[config.mk]
export PLATFORM = sky130hd
export DESIGN_NAME = pwm_multi_channel
export DESIGN_NICKNAME = d
export VERILOG_FILES = /design/src/rtl/pwm_multi_channel.sv
export SDC_FILE = /design/constraint.sdc
export NUM_CORES = 1
export LEC_CHECK = 0
export CAP_MARGIN = 20
export CORE_MARGIN = 1
export CORE_UTILIZATION = 45
export CTS_BUF_LIST = sky130_fd_sc_hd__clkbuf_4 sky130_fd_sc_hd__clkbuf_8
export CTS_CLUSTER_SIZE = 28
export DETAILED_ROUTE_END_ITERATION = 7
export DONT_BUFFER_PORTS = 1
export GPL_TIMING_DRIVEN = 0
export PLACE_DENSITY = 0.63
export SLEW_MARGIN = 30
export SYNTH_ARGS = -nofsm -noshare
export SYNTH_HDL_FRONTEND = slang
export SYNTH_SLANG_ARGS = --single-unit
[constraint.sdc]
create_clock -name CLK -period 2.6 [get_ports CLK]
set_input_delay 0.52 -clock CLK [delete_from_list [all_inputs] [get_ports CLK]]
set_output_delay 0.52 -clock CLK [all_outputs]
set_load 0.005 [all_outputs]
[src/rtl/pwm_multi_channel.sv]
// rtl/pwm_multi_channel.sv - multi-channel PWM with shared programmable-period counter
// Optional macro PWM_DEADTIME_EN adds per-channel dead-band and complementary PWM_N outputs.
module pwm_multi_channel #(
  parameter int WIDTH    = 7,
  parameter int CHANNELS = 4,
  parameter int DEADTIME = 2
) (
  input  logic                      CLK,
  input  logic                      RST,
  input  logic                      EN,
  input  logic [WIDTH-1:0]          PERIOD,
  input  logic [CHANNELS*WIDTH-1:0] DUTY,
  output logic [WIDTH-1:0]          CNT,
  output logic                      E,
  output logic [CHANNELS-1:0]       PWM_OUT,
  output logic [CHANNELS-1:0]       PWM_N
);

  if (DEADTIME < 1 || DEADTIME > (2 ** WIDTH) - 1) begin : g_deadtime_range
    $error("DEADTIME out of range");
  end

  typedef enum logic {IDLE, RUN} state_t;

  state_t               state;
  state_t               state_next;
  logic [WIDTH-1:0]     per_sh;
  logic [WIDTH-1:0]     duty_sh [CHANNELS];
  logic                 active;
  logic                 wrap;
  logic                 load;
  logic [CHANNELS-1:0]  raw;

  always_ff @(posedge CLK) begin
    if (RST) state <= IDLE;
    else     state <= state_next;
  end

  always_comb begin
    state_next = state;
    case (state)
      IDLE:    if (EN)  state_next = RUN;
      RUN:     if (!EN) state_next = IDLE;
      default: state_next = IDLE;
    endcase
  end

  // Dropping EN in RUN zeroes outputs on the same edge it leaves RUN, and suppresses a wrap load.
  always_comb begin
    active = (state == RUN) && EN;
    wrap   = active && (CNT == per_sh);
    load   = ((state == IDLE) && EN) || wrap;
    raw    = '0;
    for (int i = 0; i < CHANNELS; i++) raw[i] = active && (CNT < duty_sh[i]);
  end

  always_ff @(posedge CLK) begin
    if (RST) begin
      CNT    <= '0;
      E      <= 1'b0;
      per_sh <= '0;
      for (int i = 0; i < CHANNELS; i++) duty_sh[i] <= '0;
    end else begin
      E   <= active && (CNT == '0);
      CNT <= (!active || wrap) ? '0 : CNT + WIDTH'(1);
      if (load) begin
        per_sh <= PERIOD;
        for (int i = 0; i < CHANNELS; i++) duty_sh[i] <= DUTY[i*WIDTH +: WIDTH];
      end
    end
  end

`ifdef PWM_DEADTIME_EN
  localparam int DTW = (DEADTIME > 1) ? $clog2(DEADTIME) : 1;

  logic [DTW-1:0]      dt [CHANNELS];
  logic [CHANNELS-1:0] raw_q;

  // dt holds remaining blanked cycles after the transition cycle itself, hence DEADTIME-1.
  always_ff @(posedge CLK) begin
    if (RST) begin
      raw_q   <= '0;
      PWM_OUT <= '0;
      PWM_N   <= '0;
      for (int i = 0; i < CHANNELS; i++) dt[i] <= '0;
    end else begin
      for (int i = 0; i < CHANNELS; i++) begin
        if (!active) begin
          raw_q[i]   <= 1'b0;
          dt[i]      <= '0;
          PWM_OUT[i] <= 1'b0;
          PWM_N[i]   <= 1'b0;
        end else begin
          raw_q[i] <= raw[i];
          if (raw[i] != raw_q[i]) begin
            dt[i]      <= DTW'(DEADTIME - 1);
            PWM_OUT[i] <= 1'b0;
            PWM_N[i]   <= 1'b0;
          end else if (dt[i] != '0) begin
            dt[i]      <= dt[i] - DTW'(1);
            PWM_OUT[i] <= 1'b0;
            PWM_N[i]   <= 1'b0;
          end else begin
            PWM_OUT[i] <= raw[i];
            PWM_N[i]   <= ~raw[i];
          end
        end
      end
    end
  end
`else
  always_ff @(posedge CLK) begin
    if (RST) PWM_OUT <= '0;
    else     PWM_OUT <= raw;
  end

  assign PWM_N = '0;
`endif

endmodule

* Yosys cells after proc, flatten, opt, wreduce, memory -nomap -nowiden
Memory sizes are Yosys's and may differ from the RTL's.
Index checks and enable logic that the tools add are counted.
** Operators by class
- Add/subtract/negate cells :: 1
- Magnitude comparators :: 4
- Eq/ne operators :: 1
- Mux-type cells :: 10
- Bitwise gates (word level) :: 5
- Reductions and logical operators :: 13
** Operator list (number)
- $lt A7 B7 Y1 :: 4
- $mux W7 :: 4
- $logic_and A1 B1 Y1 :: 8
- $add A7 B1 Y7 const B :: 1
- $eq A7 B7 Y1 :: 1
- $logic_not A7 Y1 :: 1
- $mux W1 :: 6
- $or A1 B1 Y1 :: 4
- $logic_or A1 B1 Y1 :: 2
- $reduce_or A2 Y1 :: 1
- $logic_not A1 Y1 :: 1
- $not A1 Y1 :: 1
** Word-level totals
- Register bits after elaboration :: 20
- Memory bits (writable) :: 28
- Input port bits :: 38
- Output and inout bits :: 16
- Word-level logic and storage cells :: 40
- Memories :: 1
** Memories
- duty_sh :: words 4, bits a word 7, read ports 4, clocked after Yosys merged registers in 0, wr ports 4, RTL line 28 : logic [WIDTH-1:0] duty_sh [CHANNELS];

* Logic depth before layout (Yosys ltp)
Gate-level depths: netlist of the first run.
- Word-level depth :: 7
- Depth in mapped cells :: 6
- Mapped depth without buffers :: 5

* Worst setup path after synthesis of the first run
OpenSTA, ideal clock, no wires.
- Path type :: register -> register
- From :: reg CNT[3]
- To :: mem duty_sh[0][0], enable pin
- Arrival time :: 1.868 ns
- Data required time :: 2.217 ns
- Path slack :: 0.350 ns
- Stages on the path, launching flop included :: 5
- Clock period less this slack :: 2.250 ns
- Cell sequence :: dfxtp_1 -> xnor2_1 -> nand2_1 -> o41a_1 -> inv_1
** RTL lines
- start, declared :: RTL line 13 : output logic [WIDTH-1:0] CNT,
- start signal, assigned :: RTL line 65 : CNT <= (!active || wrap) ? '0 : CNT + WIDTH'(1);
- end, declared :: RTL line 28

==> metrics.md, run 1 <==
| Metric | Value |
|---|---|
| Outcome | `completed` |
| Cell taking the most area after synthesis | `edfxtp_1` |
| Relative slew slack | `37.8%` |
| Tightest Pin Transition | `0.918 ns` |
| Worst hold slack | `0.335 ns` |
| Core region area | `5170 sq um` |
| Clk_skew | `0.00927 ns` |
| Worst EP arrival | `2.29 ns` |
| Main synth FF type | `edfxtp_1` |
| Avg Cell Area, Syn | `11.6 sq um` |
| IO Port Bufs | `0` |
| Worst endpoint required time | `2.55 ns` |
| Final core occ | `51.4%` |
| Hold EP | `per_sh[2]$_SDFFE_PP0P_` |
| Most common cell in the netlist | `inv_1` |
| GRT busiest layer | `met2` |
| Synth Cell Area | `2460 sq um` |
| Met3 Use GR | `3.13%` |
| CP Class | `register to register` |
| R2R Setup Slk | `0.26 ns` |
| Startpoint Class | `register` |
| Crit path capture type | `register` |
| GPL Wtd Cong | `0.792` |
| Syn-to-layout area delta | `8.04%` |
| Die width | `75.9 microns` |
| Critical Path Fanout Max | `28` |
| Htree depth | `2` |
| FF-to-FF path depth | `4` |
| Pre-antenna DRT Iters | `3` |
| Clock transition at path regs | `0.09 ns` |
| DRC viols | `0` |
| Via density | `5.02` |
| Fraction of layout cells with a size suffix above 1 | `8.52%` |
| RSZ-0062 raised after global routing | `false` |
| Met1 global-route usage | `18.7%` |
| Power Density | `603 nW/um^2` |
| GRT overflow | `0` |
| Routed WL | `4210 microns` |
| Initial antenna violation count | `0` |
| Pin count of the biggest net entering global routing | `29` |
| Ports | `54` |
| Routed Antenna Nets | `0` |
| Rows | `26` |
| Post-synthesis cell count | `212` |
| 1st-iter DRT viols | `58` |
| Reg2reg start | `CNT[2]$_SDFF_PP0_` |
| CTS max path bufs | `2` |
| CTS Buf Count | `5` |
| Worst VDD drop | `0.241 mV` |
| Top post-synthesis cells by area | `edfxtp_1 34%, dfxtp_1 16%, ha_1 13%` |
| Period utilization | `89.9%` |
| Final setup fails | `0` |
| Worst-Skew Late Latency | `0.30 ns` |
| First-pass GRT wire length | `6990 microns` |
| Number of synthesized register bits | `48` |
| Number of synthesized flops with an enable pin | `28` |
| Clock Sinks | `48` |
| Die Y | `75.9 microns` |
| Leakage power | `1.15 nW` |
| FMAX | `428 MHz` |
| CTS root buf | `clkbuf_8` |
| Hold_sp | `PERIOD[2]` |
| Fraction of registers with async set/reset | `0%` |
| Synth top area share | `34.2%` |
| Vias | `1471` |
| Cell variety after synth | `28` |
| Per-cell routed wire length | `14.4 microns` |
| Sequential area share after synthesis | `50.5%` |
| Met2 usage | `27.1%` |
| GRT Overall Usage | `15.8%` |
| N_diodes | `0` |
| Hold Violations, Final | `0` |
| Synth cell count leaders | `31 x inv_1, 28 x and2_1, 28 x edfxtp_1` |
| Vias in the first global route | `1467` |
| Final worst path period need | `2.34 ns` |
| Die area | `5770 sq um` |
| HPWL Detailed | `2920 microns` |
| Nets | `286` |
| Yosys Warn Count | `0` |
| Dpl ws | `0.104 ns` |
| Initial Utilization | `47.6%` |
| Hold path depth | `1` |
| Final worst slack | `0.262 ns` |
| CTS tree | `built` |
| Max-cap violations | `0` |
| RR Endpoint | `duty_sh[0][0]$_SDFFCE_PN0P_` |
| Min-Delay Path Class | `input pin to register` |
| Max Transition Viols Final | `0` |
power breakdown:
part	internal, mW	switching, mW
Sequential	0.885	0.0242
Clock	0.238	0.247
Combinational	0.0975	0.109
through the flow:
stage | cell area, sq um | std cells | power (mW) | setup TNS [ns]
after floorplan | 2470 | 215 | 1.09 | 0
after global placement | 2560 | 285 | 1.13 | -6.34
after detailed placement | 2560 | 285 | 1.14 | 0
after CTS | 2660 | 293 | 1.62 | 0
after global routing | 2660 | 293 | 1.67 | 0
final | 2660 | 293 | 1.60 | 0
flip-flops by register name (all words and copies together) (netlist names):
register  count
duty_sh      28
state         1
E             1
PWM_OUT       4
per_sh        7
CNT           7
kinds of logic (layout without fill, tap and decap cells):
group	after synthesis	in the layout	synth area share, %
DFF	48	48	50.5
adders and majority gates	26	26	13.2
buffers and inverters	39	47	7.78
other	1	4	0.152
and+or+nand+nor	51	51	12.0
xor gates and xnor gates	12	12	4.27
AOI/OAI and AO/OA	35	35	12.2
layout by cell type (no fill, tap or decap):
master	netlist	layout
a211oi_1	8	8
a21o_1	8	8
a21oi_1	1	1
a22o_1	7	7
and2_1	28	28
and2b_1	1	1
and3_1	1	1
buf_4	4	4
buf_6	4	4
clkbuf_4	0	2
clkbuf_8	0	6
clkinv_2	0	1
conb_1	1	4
dfxtp_1	20	20
edfxtp_1	28	28
ha_1	26	26
inv_1	31	30
nand2_1	3	3
nand2b_1	5	5
nand3_1	2	2
nand4_1	1	1
nor2_1	8	8
nor4_1	1	1
o2111ai_1	4	4
o21a_1	4	4
o311ai_1	1	1
o32ai_4	1	1
o41a_1	1	1
or4b_2	1	1
xnor2_1	9	9
xor2_1	3	3
how the worst max path moves through the flow:
stage,start,endpoint,cells after the start
5_1_grt,CNT[2]$_SDFF_PP0_,duty_sh[3][2]$_SDFFCE_PN0P_,4
4_1_cts,CNT[2]$_SDFF_PP0_,duty_sh[2][4]$_SDFFCE_PN0P_,4
2_1_floorplan,CNT[3]$_SDFF_PP0_,duty_sh[0][0]$_SDFFCE_PN0P_,4
3_3_place_gp,CNT[2]$_SDFF_PP0_,duty_sh[2][2]$_SDFFCE_PN0P_,4
3_5_place_dp,CNT[2]$_SDFF_PP0_,duty_sh[2][2]$_SDFFCE_PN0P_,4
6_report,CNT[2]$_SDFF_PP0_,duty_sh[0][0]$_SDFFCE_PN0P_,4
final cells by class:
class / count / area [sq um]
fill: 485 / 2510
sequential: 48 / 1240
multi-input combinational: 128 / 1040
inverter: 31 / 118
clock buffer: 8 / 97.6
tap: 70 / 87.6
buffer: 8 / 75.1
worst max-delay path: stages (launching register included):
cell      delay, ns
dfxtp_1        0.67
xnor2_1        0.18
nand4_1        0.22
o41a_1         0.50
clkinv_2       0.40
per-layer routing:
metal	wire, microns	up-vias
met4	106	0
met1	1910	685
met5	0	-
li1	-	742
met3	197	9
met2	2000	35
repair_timing:
item | in CTS | in global routing
setup endpoints to repair | 0 | 28
resized for setup | 0 | 1
hold buffers | 0 | 0
setup buffers | 0 | 0
(Power assumes the default switching activity.)
==> run 2: changes to the inputs <==
--- a/config.mk
+++ b/config.mk
@@ -12,7 +12,6 @@
 export CTS_CLUSTER_SIZE = 28
 export DETAILED_ROUTE_END_ITERATION = 7
 export DONT_BUFFER_PORTS = 1
-export GPL_TIMING_DRIVEN = 0
 export PLACE_DENSITY = 0.63
 export SLEW_MARGIN = 30
 export SYNTH_ARGS = -nofsm -noshare
==> run 2 against run 1 <==
  * Combinational power fell by 4%
  * Global-route usage rose by 0.14 points
  * Sequential share of layout area rose by 0.11 points
  * Die area did not move
  * Non-clock buffer count rose by 2
==> metrics.md, run 2 (same netlist as run 1, synthesis figures left out) <==
| Metric | Value |
|---|---|
| Outcome | `completed` |
| Die width | `75.9 microns (unchanged)` |
| Ports | `54 (unchanged)` |
| Rows | `26 (unchanged)` |
| Hold buffer count at CTS | `0 (unchanged)` |
| Clk_skew | `0.00796 ns (-0.00131 ns)` |
| Worst EP arrival | `2.13 ns (-0.16 ns)` |
| CP Buf/Inv Count | `2 (+1)` |
| Filler Cell Count | `471 (-2.9%)` |
| GRT overflow | `0 (unchanged)` |
| Largest registers | `duty_sh (28), CNT (7), per_sh (7)` |
| CTS Buf Count | `5 (unchanged)` |
| Worst endpoint required time | `2.58 ns (+0.03 ns)` |
| CP Class | `register to register` |
| Via density | `5.01 (-0.27%)` |
| DRC viols | `0 (unchanged)` |
| Initial antenna violation count | `0 (unchanged)` |
| Pre-antenna DRT Iters | `4 (+1)` |
| Reg2reg start | `CNT[6]$_SDFF_PP0_` |
| Vias in the first global route | `1493 (+1.8%)` |
| Final cell count without fillers | `295 (+0.68%)` |
| Nets | `288 (+0.70%)` |
| Die area | `5770 sq um (unchanged)` |
| Worst-Skew Late Latency | `0.30 ns (about the same)` |
| Initial Utilization | `47.6% (unchanged)` |
| Final core occ | `51.3% (-0.12 points)` |
| Syn-to-layout area delta | `7.78%` |
| Period utilization | `82.8% (-7.2 points)` |
| Setup bufs post-CTS | `0 (unchanged)` |
| Crit path max-delay family | `flip-flops` |
| Die Y | `75.9 microns (unchanged)` |
| Biggest register | `duty_sh` |
| Dpl cells | `287 (+0.70%)` |
| Routed Antenna Nets | `0 (unchanged)` |
| IO Port Bufs | `0 (unchanged)` |
| CTS root buf | `clkbuf_8` |
| Max Transition Viols Final | `0 (unchanged)` |
| N_diodes | `0 (unchanged)` |
| GPL Wtd Cong | `0.804 (+1.5%)` |
| Routed WL | `4230 microns (+0.50%)` |
| Critical Path Max Stage Delay | `0.56 ns (-0.11 ns)` |
| Pin count of the biggest net entering global routing | `26 (-10%)` |
| Slowest CP cell | `dfxtp_1` |
| CTS tree | `built` |
| Commonest non-fill, non-tap cell in the layout | `inv_1` |
| Commonest non-fill, non-tap cells in the layout | `31 x inv_1, 28 x and2_1, 28 x edfxtp_1` |
| Critical Path Fanout Max | `21 (-25%)` |
| Final worst path period need | `2.15 ns (-0.187 ns)` |
| GRT Overall Usage | `16.0% (+0.14 points)` |
| Crit path cell chain | `xnor2_1, nand4_1, o41a_1, inv_1, buf_4` |
| Power after layout | `1.56 mW (-2.5%)` |
| HPWL Detailed | `3000 microns (+2.6%)` |
| Leakage power | `1.16 nW (+0.34%)` |
| Final setup fails | `0 (unchanged)` |
| 1st-iter DRT viols | `54 (-6.9%)` |
| First-pass GRT wire length | `7040 microns (+0.79%)` |
| Max reg flops | `28 (unchanged)` |
| Vias | `1477 (+0.41%)` |
| Min-Delay Path Class | `input pin to register` |
| Final worst slack | `0.448 ns (+0.187 ns)` |
| FMAX | `465 MHz (+8.7%)` |
| Fraction of layout cells with a size suffix above 1 | `8.89% (+0.37 points)` |
| Power Density | `589 nW/um^2 (-2.3%)` |
| Hold Violations, Final | `0 (unchanged)` |
| Max-cap violations | `0 (unchanged)` |
| Hold_sp | `PERIOD[0]` |
| CTS resizes | `0 (unchanged)` |
| Final TNS setup | `0 ns (unchanged)` |
| Clock transition at path regs | `0.09 ns (about the same)` |
| Clock Sinks | `48 (unchanged)` |
| Crit path capture type | `register` |
| Dpl ws | `0.434 ns (+0.330 ns)` |
| Worst Setup SP | `CNT[6]$_SDFF_PP0_` |
| Per-cell routed wire length | `14.3 microns (-0.18%)` |
| RSZ-0062 raised after global routing | `false` |
| Worst VDD drop | `0.297 mV (+23%)` |
| CTS max path bufs | `2 (unchanged)` |
| Core region area | `5170 sq um (unchanged)` |
| Htree depth | `2 (unchanged)` |
| Startpoint Class | `register` |
-- run 2: cell types whose count changed in the layout (fill, tap and decap cells not counted), sizes merged --
cell and change:
buf +2, clkbuf -2, clkinv +1, inv +1
-- run 2: layout make-up --
cell class                 count  area (sq um)  share of cell area (%)
clock inverter                 2          10.0                   0.378
sequential                    48          1240                    46.8
clock buffer                   6          82.6                    3.11
inverter                      31           116                    4.39
timing repair buffer          10          75.1                    2.83
multi-input combinational    128          1040                    39.2
tap                           70          87.6                    3.30
-- run 2: worst paths after layout --
check | end | slack [ns] | depth (start not counted)
min reg2reg | per_sh[3]$_SDFFE_PP0P_ | 0.51 | 1
max reg2reg | duty_sh[2][5]$_SDFFCE_PN0P_ | 0.45 | 5
min | per_sh[0]$_SDFFE_PP0P_ | 0.34 | 1
max | duty_sh[2][5]$_SDFFCE_PN0P_ | 0.45 | 5
-- run 2: stage by stage --
step	hold slack, ns	area, sq um
floorplan	0.470	2470
global placement	0.494	2560
detailed placement	0.496	2560
CTS	0.338	2650
global route	0.334	2650
finish	0.344	2650
-- run 2: routing by layer --
metal,track usage [%],share of wire (%),up-vias
li1,-,-,744
met5,0,0,-
met3,3.86,3.9,5
met4,6.15,1.5,0
met1,19.8,44,691
met2,26.8,50,37
-- run 2: where the power goes --
group	leakage [nW]	switching, mW	internal [mW]	total, mW
Combinational	0.637	0.108	0.0901	0.198
Sequential	0.470	0.0253	0.885	0.910
Clock	0.0510	0.240	0.212	0.453
==> run 3: changes to the inputs <==
==> constraint.sdc (replaced) <==
create_clock -name CLK -period 2.21 [get_ports CLK]
set_input_delay 0.442 -clock CLK [delete_from_list [all_inputs] [get_ports CLK]]
set_output_delay 0.442 -clock CLK [all_outputs]
set_load 0.005 [all_outputs]
==> run 3 against run 2 <==
  * Total power up 18%
  * Clock skew increased by 0.00092 ns
  * Highest routed layer unchanged
  * Worst setup slack worse by 0.15 ns
  * Cell count unchanged
  * Via count down 1.5%
  * Worst hold slack lost 0.076 ns
  * Critical path type unchanged
  * Largest power group unchanged
==> metrics.md, run 3 (same netlist as run 1, synthesis figures left out) <==
| Metric | Value |
|---|---|
| Pin count of the biggest net entering global routing | `29 (+12%)` |
| GPL Wtd Cong | `0.779 (-3.1%)` |
| Die width | `75.9 microns (unchanged)` |
| WL met3 | `196 microns (+20%)` |
| HPWL Detailed | `3060 microns (+1.9%)` |
| Switching power total | `0.436 mW (+17%)` |
| Worst EP arrival | `1.84 ns (-0.29 ns)` |
| Flop pwr share | `58.3% (about the same)` |
| Dpl cells | `287 (unchanged)` |
| Max Transition Viols Final | `0 (unchanged)` |
| Die area | `5770 sq um (unchanged)` |
| Routed Antenna Nets | `0 (unchanged)` |
| GRT Overall Usage | `16.1% (+0.20 points)` |
| Startpoint Class | `register` |
| Initial antenna violation count | `0 (unchanged)` |
| N_diodes | `0 (unchanged)` |
| CTS max path bufs | `2 (unchanged)` |
| Filler Cell Count | `489 (+3.8%)` |
| Min-Delay Path Class | `input pin to register` |
| Combinational share of power | `12.9% (+0.2 points)` |
| GRT overflow | `0 (unchanged)` |
| Power Density | `689 nW/um^2 (+17%)` |
| Syn-to-layout area delta | `8.44%` |
| Vias in the first global route | `1474 (-1.3%)` |
| CTS Buf Count | `5 (unchanged)` |
| Post-Route M1 WL | `1860 microns (-1.2%)` |
| Outcome | `completed` |
| CP Class | `register to register` |
| Htree depth | `2 (unchanged)` |
| Final cell count without fillers | `295 (unchanged)` |
| Pre-antenna DRT Iters | `4 (unchanged)` |
| RSZ-0062 raised after global routing | `false` |
| IO Port Bufs | `0 (unchanged)` |
| Vias | `1455 (-1.5%)` |
| Max reg flops | `28 (unchanged)` |
| Commonest non-fill, non-tap cells in the layout | `30 x inv_1, 28 x and2_1, 28 x edfxtp_1` |
| Sw Share | `23.7% (-0.22 points)` |
| Clock Sinks | `48 (unchanged)` |
| Clk_skew | `0.00888 ns (+0.000922 ns)` |
| Worst-Skew Late Latency | `0.29 ns (about the same)` |
| Via density | `4.93 (-1.5%)` |
| Final worst path period need | `1.91 ns (-0.244 ns)` |
| Die Y | `75.9 microns (unchanged)` |
| Crit path capture type | `register` |
| Worst VDD drop | `0.383 mV (+29%)` |
| DRC viols | `0 (unchanged)` |
| Clock transition at path regs | `0.09 ns (about the same)` |
| CTS resizes | `0 (unchanged)` |
| Routed WL | `4180 microns (-1.2%)` |
| Biggest register | `duty_sh` |
| Hold buffer count at CTS | `0 (unchanged)` |
| Rows | `26 (unchanged)` |
| Largest registers | `duty_sh (28), CNT (7), per_sh (7)` |
| Hold Violations, Final | `0 (unchanged)` |
| Worst endpoint required time | `2.14 ns (-0.44 ns)` |
| Wire length on met2 | `2070 microns (-2.5%)` |
| CTS root buf | `clkbuf_8` |
| First-pass GRT wire length | `7180 microns (+1.9%)` |
| Ports | `54 (unchanged)` |
| Period utilization | `86.3% (+3.6 points)` |
| FMAX | `524 MHz (+13%)` |
| Final core occ | `51.6% (+0.31 points)` |
| Commonest non-fill, non-tap cell in the layout | `inv_1` |
| Power after layout | `1.84 mW (+18%)` |
| Nets | `288 (unchanged)` |
| Relative slew slack | `61.9%` |
| Final setup fails | `0 (unchanged)` |
| Clock share of power | `28.8% (-0.2 points)` |
| 1st-iter DRT viols | `71 (+31%)` |
| Int Power | `1.40 mW (+18%)` |
| Final TNS setup | `0 ns (unchanged)` |
| Core region area | `5170 sq um (unchanged)` |
| Leakage power | `1.16 nW (+0.20%)` |
| Initial Utilization | `47.6% (unchanged)` |
| CTS tree | `built` |
| Max-cap violations | `0 (unchanged)` |
| Fraction of layout cells with a size suffix above 1 | `9.33% (+0.44 points)` |
| Per-cell routed wire length | `14.2 microns (-1.2%)` |
| Max layer used | `met4` |
| Tightest Pin Transition | `0.570 ns` |
| Critical Path Fanout Max | `28 (+33%)` |
| Setup bufs post-CTS | `0 (unchanged)` |
==> run 3: worst max-delay path, stage by stage, from the launching register on <==
cell,delay (ns)
dfxtp_1,0.37
xnor2_1,0.13
nand4_1,0.21
o41a_1,0.41
clkinvlp_4,0.42
==> run 3: layout make-up <==
class                           instances  area, sq um  share of cell area (%)
Clock buffer                            6         82.6                    3.10
Clock inverter                          2         10.0                   0.375
Inverter                               31          120                    4.50
Multi-Input combinational cell        128         1040                    38.9
Sequential cell                        48         1240                    46.5
Tap cell                               70         87.6                    3.28
Timing Repair Buffer                   10         87.6                    3.28
==> run 3: metrics by stage <==
step,setup WS (ns),area [sq um],hold slack (ns)
global route,0.113,2670,0.252
CTS,0.257,2670,0.258
global placement,0.302,2570,0.485
detailed placement,0.279,2570,0.488
finish,0.302,2670,0.267
floorplan,0.199,2470,0.470
==> run 3: power groups by stage <==
stage | combinational (mW) | clock, mW | sequential (mW)
final | 0.238 | 0.529 | 1.07
after global routing | 0.278 | 0.587 | 1.08
after CTS | 0.244 | 0.544 | 1.07
after detailed placement | 0.241 | 0 | 1.09
after global placement | 0.240 | 0 | 1.09
after floorplan | 0.203 | 0 | 1.08
==> run 3: path summary, 6_finish.rpt <==
path | endpoint | depth (start not counted) | start | slack [ns]
worst max-delay path | duty_sh[0][6]$_SDFFCE_PN0P_ | 4 | per_sh[2]$_SDFFE_PP0P_ | 0.30
worst min register to register | per_sh[5]$_SDFFE_PP0P_ | 1 | per_sh[5]$_SDFFE_PP0P_ | 0.51
worst max register to register | duty_sh[0][6]$_SDFFCE_PN0P_ | 4 | per_sh[2]$_SDFFE_PP0P_ | 0.30
worst min-delay path | per_sh[5]$_SDFFE_PP0P_ | 1 | PERIOD[5] | 0.27
==> run 3: per-layer routing <==
metal / global-route usage, % / up-vias
met5: 0 / -
met4: 5.77 / 0
met3: 3.73 / 4
met2: 28.2 / 35
met1: 19.4 / 668
li1: - / 748
